### src/rtl/or1200_enc_pkg.sv
// Shared constants, core state encoding and the rotate helper for the
// multi-channel encryption pad generator.
package or1200_enc_pkg;

  localparam int PAD_W  = 128;
  localparam int WORD_W = 32;
  localparam logic [PAD_W-1:0] DEFAULT_KEY = 128'h0123456789abcdef0123456789abcdef;

  typedef enum logic [1:0] {
    CORE_IDLE = 2'd0,
    CORE_RUN  = 2'd1,
    CORE_DONE = 2'd2
  } core_state_t;

  function automatic logic [PAD_W-1:0] rotl1(input logic [PAD_W-1:0] s);
    return {s[PAD_W-2:0], s[PAD_W-1]};
  endfunction

endpackage

### src/rtl/or1200_enc_pad_core.sv
// Shared keystream round engine: loads {4{seed}}^KEY on start, rotates left
// once per round for ROUNDS cycles, then presents the pad for one DONE cycle.
module or1200_enc_pad_core
  import or1200_enc_pkg::*;
#(
  parameter int                 ROUNDS = 4,
  parameter logic [PAD_W-1:0]   KEY    = DEFAULT_KEY
) (
  input  logic                clk,
  input  logic                rst,
  input  logic                start,
  input  logic [WORD_W-1:0]   seed,
  output logic                busy,
  output logic                done,
  output logic [PAD_W-1:0]    pad
);

  localparam int RW = $clog2(ROUNDS + 1);

  core_state_t       state, state_next;
  logic [RW-1:0]     round_cnt;
  logic [PAD_W-1:0]  s_reg;

  always_ff @(posedge clk) begin
    if (!rst) state <= CORE_IDLE;
    else      state <= state_next;
  end

  always_ff @(posedge clk) begin
    if (!rst) begin
      round_cnt <= '0;
      s_reg     <= '0;
    end else begin
      case (state)
        CORE_IDLE: begin
          if (start) begin
            s_reg     <= {(PAD_W/WORD_W){seed}} ^ KEY;
            round_cnt <= '0;
          end
        end
        CORE_RUN: begin
          s_reg     <= rotl1(s_reg);
          round_cnt <= round_cnt + 1'b1;
        end
        default: ;
      endcase
    end
  end

  always_comb begin
    state_next = state;
    case (state)
      CORE_IDLE: if (start) state_next = CORE_RUN;
      CORE_RUN:  if (round_cnt == RW'(ROUNDS - 1)) state_next = CORE_DONE;
      CORE_DONE: state_next = CORE_IDLE;
      default:   state_next = CORE_IDLE;
    endcase
  end

  assign busy = (state != CORE_IDLE);
  assign done = (state == CORE_DONE);
  assign pad  = s_reg;

endmodule

### src/rtl/or1200_enc_pad_mc.sv
// Multi-channel pad generator: per-channel seed registers, round-robin access
// to one shared round engine, and a per-channel pad FIFO. Optional bypass via
// the OR1200_ENC_BYPASS_EN macro.
module or1200_enc_pad_mc
  import or1200_enc_pkg::*;
#(
  parameter int               NCH    = 2,
  parameter int               DEPTH  = 2,
  parameter int               ROUNDS = 4,
  parameter logic [PAD_W-1:0] KEY    = DEFAULT_KEY,
  localparam int              CW     = (NCH > 1) ? $clog2(NCH) : 1
) (
  input  logic                  clk,
  input  logic                  rst,
  input  logic                  seed_valid,
  output logic                  seed_ready,
  input  logic [CW-1:0]         seed_ch,
  input  logic [WORD_W-1:0]     seed_data,
  input  logic [NCH-1:0]        use_i,
  input  logic [2*NCH-1:0]      word_sel,
  input  logic [NCH-1:0]        req_i,
  input  logic [NCH-1:0]        bypass,
  output logic [WORD_W*NCH-1:0] pad_word,
  output logic [NCH-1:0]        pad_avail,
  output logic [NCH-1:0]        stall
);

  localparam int AW   = (DEPTH > 1) ? $clog2(DEPTH) : 1;
  localparam int CNTW = $clog2(DEPTH + 1);

  logic [NCH-1:0]     pending_reg;
  logic [WORD_W-1:0]  seed_reg [NCH];
  logic [CW-1:0]      ptr_reg, owner_reg, grant_ch;
  logic               grant_valid;
  logic [NCH-1:0]     eligible, inflight, byp;
  logic               core_busy, core_done;
  logic [PAD_W-1:0]   core_pad;
  int                 idx;

`ifdef OR1200_ENC_BYPASS_EN
  assign byp = bypass;
`else
  logic unused_bypass;
  assign byp           = '0;
  assign unused_bypass = ^bypass;
`endif

  always_comb begin
    seed_ready = 1'b0;
    for (int c = 0; c < NCH; c++)
      if (seed_ch == CW'(c)) seed_ready = !pending_reg[c];
  end

  // Round-robin search starting at ptr_reg; only while the engine is idle.
  always_comb begin
    grant_valid = 1'b0;
    grant_ch    = ptr_reg;
    idx         = 0;
    if (!core_busy) begin
      for (int i = 0; i < NCH; i++) begin
        idx = (int'(ptr_reg) + i) % NCH;
        if (!grant_valid && eligible[idx]) begin
          grant_valid = 1'b1;
          grant_ch    = CW'(idx);
        end
      end
    end
  end

  always_ff @(posedge clk) begin
    if (!rst) begin
      pending_reg <= '0;
      ptr_reg     <= '0;
      owner_reg   <= '0;
    end else begin
      if (grant_valid) begin
        pending_reg[grant_ch] <= 1'b0;
        owner_reg             <= grant_ch;
        ptr_reg               <= (grant_ch == CW'(NCH - 1)) ? '0 : grant_ch + 1'b1;
      end
      if (seed_valid && seed_ready)
        pending_reg[seed_ch] <= 1'b1;
    end
  end

  always_ff @(posedge clk) begin
    if (seed_valid && seed_ready)
      seed_reg[seed_ch] <= seed_data;
  end

  or1200_enc_pad_core #(
    .ROUNDS (ROUNDS),
    .KEY    (KEY)
  ) u_core (
    .clk   (clk),
    .rst   (rst),
    .start (grant_valid),
    .seed  (seed_reg[grant_ch]),
    .busy  (core_busy),
    .done  (core_done),
    .pad   (core_pad)
  );

  function automatic logic [AW-1:0] ptr_inc(input logic [AW-1:0] p);
    return (p == AW'(DEPTH - 1)) ? '0 : p + 1'b1;
  endfunction

  genvar gi;
  generate
    for (gi = 0; gi < NCH; gi++) begin : g_ch
      logic [PAD_W-1:0]  mem [DEPTH];
      logic [AW-1:0]     rd_ptr_reg, wr_ptr_reg;
      logic [CNTW-1:0]   count_reg;
      logic              push, pop, avail;
      logic [PAD_W-1:0]  head;
      logic [1:0]        sel;

      assign inflight[gi] = core_busy && (owner_reg == CW'(gi));
      // In-flight pad reserves a slot so a push can never hit a full FIFO.
      assign eligible[gi] = pending_reg[gi] &&
                            ((int'(count_reg) + int'(inflight[gi])) < DEPTH);

      // A reset asserted during DONE drops the result.
      assign push  = core_done && rst && (owner_reg == CW'(gi));
      assign pop   = use_i[gi] && (count_reg != '0) && !byp[gi];
      assign avail = (count_reg != '0);
      assign head  = mem[rd_ptr_reg];
      assign sel   = word_sel[2*gi +: 2];

      always_ff @(posedge clk) begin
        if (!rst) begin
          rd_ptr_reg <= '0;
          wr_ptr_reg <= '0;
          count_reg  <= '0;
        end else begin
          if (push) wr_ptr_reg <= ptr_inc(wr_ptr_reg);
          if (pop)  rd_ptr_reg <= ptr_inc(rd_ptr_reg);
          case ({push, pop})
            2'b10:   count_reg <= count_reg + 1'b1;
            2'b01:   count_reg <= count_reg - 1'b1;
            default: ;
          endcase
        end
      end

      always_ff @(posedge clk) begin
        if (push) mem[wr_ptr_reg] <= core_pad;
      end

      assign pad_avail[gi]               = avail;
      assign pad_word[WORD_W*gi +: WORD_W] = (avail && !byp[gi]) ? head[WORD_W*sel +: WORD_W] : '0;
      assign stall[gi]                   = req_i[gi] && !avail && !byp[gi];
    end
  endgenerate

endmodule

### config.mk
export PLATFORM = sky130hd
export DESIGN_NAME = or1200_enc_pad_mc
export DESIGN_NICKNAME = d
export VERILOG_FILES = /design/src/rtl/or1200_enc_pkg.sv /design/src/rtl/or1200_enc_pad_core.sv /design/src/rtl/or1200_enc_pad_mc.sv
export SDC_FILE = /design/constraint.sdc
export NUM_CORES = 1
export LEC_CHECK = 0
export BUFFER_PORTS_ARGS = -buffer_cell sky130_fd_sc_hd__buf_2
export CAP_MARGIN = 25
export CORE_MARGIN = 8
export CORE_UTILIZATION = 30
export CTS_BUF_LIST = sky130_fd_sc_hd__clkbuf_4 sky130_fd_sc_hd__clkbuf_8
export DETAILED_ROUTE_END_ITERATION = 8
export PLACE_DENSITY_LB_ADDON = 0.1
export SYNTH_ARGS = -nofsm -noshare
export SYNTH_HDL_FRONTEND = slang
export SYNTH_HIERARCHICAL = 1
export SYNTH_SLANG_ARGS = --single-unit
### constraint.sdc
create_clock -name clk -period 8.7 [get_ports clk]
set_input_delay 0 -clock clk [delete_from_list [all_inputs] [get_ports clk]]
set_output_delay 0 -clock clk [all_outputs]
set_load 0.005 [all_outputs]
# Word-level counts from Yosys, hierarchy flattened
# Memory sizes are Yosys's and may differ from the RTL's. A register that Yosys moved wholly into a read port is not among the register bits.
# Index checks and enable logic that the tools add are counted.
[op_classes]
add_sub_neg = 13
n_lt_le_gt_ge = 8
eq_ne = 9
shifts = 2
n_mux = 45
n_bitwise = 6
reduce_logical = 29
[ops]
columns = ["op", "count"]
rows = [
  ["case mux 128 bit (2 select lines)", 1],
  ["variable part select 128 x 8 -> 32 bit", 2],
  ["two-way mux 128 bit", 1],
  ["two-way mux 32 bit", 2],
  ["inverter 64 bit", 1],
  ["two-way mux 1 bit", 29],
  ["logical AND 1 bit", 15],
  ["case mux 2 bit (2 select lines)", 3],
  ["nonzero test 2 bit", 6],
  ["two-way mux 2 bit", 5],
  ["adder 1 bit, second input constant", 6],
  ["adder 2 x 1 -> 3 bit", 2],
  ["equality test 2 x 1 -> 1 bit, second input constant", 3],
  ["equality test 2 bit, second input constant", 3],
  ["less-than comparator 1 x 2 -> 1 bit, second input constant", 3],
  ["less-than comparator 3 x 2 -> 1 bit, second input constant", 2],
  ["case mux 3 bit (2 select lines)", 1],
  ["logical NOT 1 bit", 5],
  ["adder 2 x 1 -> 2 bit, second input constant", 2],
  ["AND reduction 2 bit", 2],
  ["subtractor 2 x 1 -> 2 bit, second input constant", 2],
  ["adder 3 x 1 -> 3 bit, second input constant", 1],
  ["equality test 3 x 2 -> 1 bit, second input constant", 1],
  ["less-than comparator 2 x 3 -> 1 bit, second input constant", 1],
  ["other kinds (11)", 13],
]
[word_totals]
ff_bits = 145
ram_bits = 576
in_bits = 46
output_inout_bits = 69
mem_count = 3
[memory_table]
columns = ["memory", "words", "width", "read_ports", "rd_ports_with_merged_regs", "wr", "line_no", "text"]
rows = [
  ["g_ch[0].mem", 2, 128, 1, 1, 1, "or1200_enc_pad_mc.sv:111", "logic [PAD_W-1:0] mem [DEPTH];"],
  ["g_ch[1].mem", 2, 128, 1, 1, 1, "or1200_enc_pad_mc.sv:111", ""],
  ["seed_reg", 2, 32, 1, 0, 1, "or1200_enc_pad_mc.sv:32", "logic [WORD_W-1:0] seed_reg [NCH];"],
]

# Longest topological paths before layout
[depth]
word_depth = 23
ltp_mapped = 11

# Modules after synthesis
# The synthesis kept the hierarchy.
[modules_own_cells]
columns = ["mod", "n_inst", "cells_per_inst", "area_per_inst_um2", "seq_area_each_um2"]
rows = [
  ["or1200_enc_pad_mc", 1, 930, 22141.2, 17576.9],
  ["or1200_enc_pad_core", 1, 582, 5226.3, 2662.6],
]

# Least setup slack after synthesis
# Ideal clock, no wire load.
[synth_path]
path_type = "reg-to-reg"
start = "register u_core.state[0]"
end = "memory g_ch[0].mem[0][0] (enable)"
setup_ns = 0.617
arrival_time_ns = 6.434
t_required_ns = 8.083
setup_slack_ns = 1.649
path_stages_with_launch = 7
n_path_buf = 3
synth_period_minus_slack_ns = 7.051
path_cell_list = "dfxtp_1 buf_2 buf_2 buf_2 nor2b_1 nand3b_1 nor2_1"
[synth_via]
elab_chain_len = 5
[synth_lines]
columns = ["element", "line_no", "text"]
rows = [
  ["start: declaration", "or1200_enc_pad_core.sv:20", "core_state_t state, state_next;"],
  ["start signal: assignment", "or1200_enc_pad_core.sv:26", "else state <= state_next;"],
  ["equality test 2 bit", "or1200_enc_pad_core.sv:61", "assign done = (state == CORE_DONE);"],
  ["via core_done", "or1200_enc_pad_mc.sv:36", "logic core_busy, core_done;"],
  ["logical AND 1 bit (2 in a row)", "or1200_enc_pad_mc.sv:124", "assign push = core_done && rst && (owner_reg == CW'(gi));"],
  ["two-way mux 1 bit", "or1200_enc_pad_mc.sv:147", "if (push) mem[wr_ptr_reg] <= core_pad;"],
  ["two-way mux 1 bit (implied by the code)", "or1200_enc_pad_mc.sv:147", ""],
  ["end: declaration", "or1200_enc_pad_mc.sv:111", ""],
]
# The timed path passes the listed nets, and every way through them passes these cells.

==> impl_metrics.py <==
metrics = {
    "clock_network": {
        "clk_pin_slew_ps": 60,
        "cts_buffer_depth": 3,
        "clk_latency_ps": 770,
        "cts_made_buffers": 132,
        "cts_sinks": 723,
        "cts_tree": "done",
        "htreeDepth": 4,
        "root_buffer": "clkbuf_8",
        "postCtsSetupRepairBufs": 0,
    },
    "power_and_ir_drop": {
        "p_leak_nw": 11.0,
        "peakVddDrop_v": 0.000120,
        "seqPwrFrac_pct": 52.1,
        "sw_frac_of_total_pct": 23.8,
        "power_density_nw_per_um2": 236,
        "internal-power_mw": 5.89,
        "clock_power_share_pct": 41.9,
        "net-switching-power_mw": 1.84,
        "combPwrFrac_pct": 6.0,
    },
    "floorplan": {
        "die_w_um": 318,
        "io_pins": 115,
        "core-area_um2": 90100,
        "start_util_pct": 30.4,
        "die_h_um": 318,
        "rows": 110,
        "fp.dieArea_um2": 101000,
    },
    "global_route": {
        "gr-total-overflow": 0,
        "antenna_found_initial": 4,
        "grtUsageTotal_pct": 14.3,
        "grt_max_degree": 129,
        "grt_pass1_vias": 15600,
        "grt_pass1_wl_um": 107000,
    },
    "synth": {
        "synth_edf_count": 576,
        "syn_inst": 1512,
        "ys_ff_latch": 723,
        "synth.distinct_cells": 45,
        "synth-seq-area-share_pct": 74.0,
        "async_flop_share_pct": 0,
        "synth_area_um2": 27400,
        "synth_nets": 1562,
        "avgSynthCellArea_um2": 18.1,
        "synthTopCellsByArea": "edfxtp_1, dfxtp_1, mux4_2",
        "yosysWarnings": 6,
        "synth_area_leader_cell": "edfxtp_1",
        "ys.flop_type": "edfxtp_1",
        "synth_top_area_share_pct": 63.2,
        "synth_common_cells": "edfxtp_1, dfxtp_1, mux4_2, a21oi_1, a22oi_1",
        "yosysMostFrequentCell": "edfxtp_1",
    },
    "sta": {
        "worst_pin_slew_ps": 932,
        "finalSetupViolCount": 0,
        "skew_ps": 33.4,
        "fin_setup_tns_ps": 0,
        "layout_min_cycle_time_ps": 3690,
        "rsz0062_at_grt": "no",
        "timing.fmax_mhz": 271,
        "hold_viol_final": 0,
        "min_period_over_period_pct": 42.4,
        "drv_slew": 0,
        "relSlewSlack_pct": 37.9,
    },
    "routing": {
        "drt_first_pass_iters": 6,
        "drtIter0Drc": 929,
        "wl_per_cell_um": 24.0,
        "vias_per_cell": 4.89,
        "route.detailed.drc": 0,
        "ant_nets": 0,
        "num_vias": 14900,
        "wl_um": 73200,
    },
    "min_path": {
        "hp-class": "input port to register",
    },
    "cells_and_area": {
        "fin_area_um2": 32700,
        "drive_above_1_share_pct": 29.2,
        "instances_no_fill": 3048,
        "areaGrowthSynthToFinish_pct": 19.7,
        "layout.nets": 1807,
        "largest_register_ff_count": 512,
    },
    "place": {
        "io_buffer_count": 112,
        "gp_congestion": 0.686,
        "place_hpwl_um": 39800,
        "postPlaceCellArea_um2": 29300,
        "dp.cells": 2725,
    },
    "setup_path": {
        "crit_path_start_kind": "register",
        "crit_required_ps": 8700,
        "path_class": "register to output port",
        "critPathArrivalTime_ps": 3690,
        "end_kind": "output port",
        "worstPathMaxFanout": 35,
    },
    "status": {
        "status": "finished clean",
    },
    "flow_run": {
        "cap_violations": 0,
    },
}
## power by group through the flow
stage                     sequential, mW  clock [mW]  combinational (mW)
final                               4.03        3.24               0.461
after global routing                4.05        3.53               0.504
after CTS                           4.04        3.37               0.466
after detailed placement            4.11           0               0.439
after global placement              4.10           0               0.434
after floorplan                     4.03           0               0.314
## critical path: stages, from the launching register on
cell,delay [ps]
dfxtp_4,910
buf_4,840
mux4_2,640
a22o_1,340
buf_2,170
## worst paths after layout
| check | start | endpoint | slack [ps] | depth (start not counted) |
|---|---|---|---|---|
| max | register | pad_word[36] | 5010 | 4 |
| min | rst | ptr_reg$_SDFFE_PN0N_ | 200 | 3 |
| max reg2reg | u_core/state[1]$_SDFFE_PN0P_ | u_core/pad[28]$_SDFFE_PN0P_ | 5200 | 8 |
| min reg2reg | u_core/round_cnt[0]$_SDFFE_PN0P_ | u_core/round_cnt[0]$_SDFFE_PN0P_ | 480 | 1 |
## routing by layer
metal / up-vias / track usage (%) / share of wire (%) / wire (um)
li1: 6603 / - / - / -
met1: 7765 / 19.1 / 45 / 32900
met2: 434 / 23.1 / 48 / 35000
met3: 98 / 3.26 / 5.2 / 3830
met4: 0 / 4.66 / 2.0 / 1470
met5: - / 0 / 0 / 0
## cells in the final DEF (no fill, tap or decap), drive strengths merged, types with 7 or more instances in the layout
cell / count
a22oi: 78
mux2: 32
nand2: 53
clkinv: 31
a21oi: 112
clkbuf: 200
edfxtp: 576
buf: 140
dfxtp: 147
a311oi: 16
nor2: 53
dlygate4sd3: 72
nand2b: 42
mux2i: 7
inv: 19
a22o: 64
mux4: 128
nand3: 17
a211oi: 8
o21ai: 17
and2: 11
## layout make-up
class / count / area (um2)
Clock buffer: 200 / 2430
Multi-Input combinational cell: 678 / 6690
Tap cell: 1176 / 1470
Sequential cell: 723 / 20300
Inverter: 10 / 40.0
Timing Repair Buffer: 212 / 1570
Clock inverter: 45 / 289
Antenna cell: 4 / 10.0
Fill cell: 8455 / 57400
## what timing repair did
| item | 4_1_cts | 5_1_grt |
|---|---|---|
| gates resized for setup | 0 | 0 |
| endpoints found under the hold margin | 100 | 0 |
| hold buffers | 72 | 0 |
## stage by stage
| step | hold WS, ps | worst slack (ps) | utilization, % | total power [mW] |
|---|---|---|---|---|
| CTS | 95.3 | 4800 | 36.3 | 7.88 |
| floorplan | 63.1 | 1650 | - | 4.34 |
| finish | 197 | 5010 | 36.3 | 7.73 |
| global placement | 190 | 5140 | 32.4 | 4.53 |
| detailed placement | 192 | 5110 | 32.4 | 4.55 |
| global route | 142 | 4730 | 36.3 | 8.08 |
## cells by family after synthesis
group | synth area share, %
flops | 74.0
mux | 12.5
simple gates | 3.49
buf+inv | 2.00
fa+ha+maj | 0.183
xor+xnor | 0.256
compound gates | 7.60
Power figures use the tool's default switching activity.
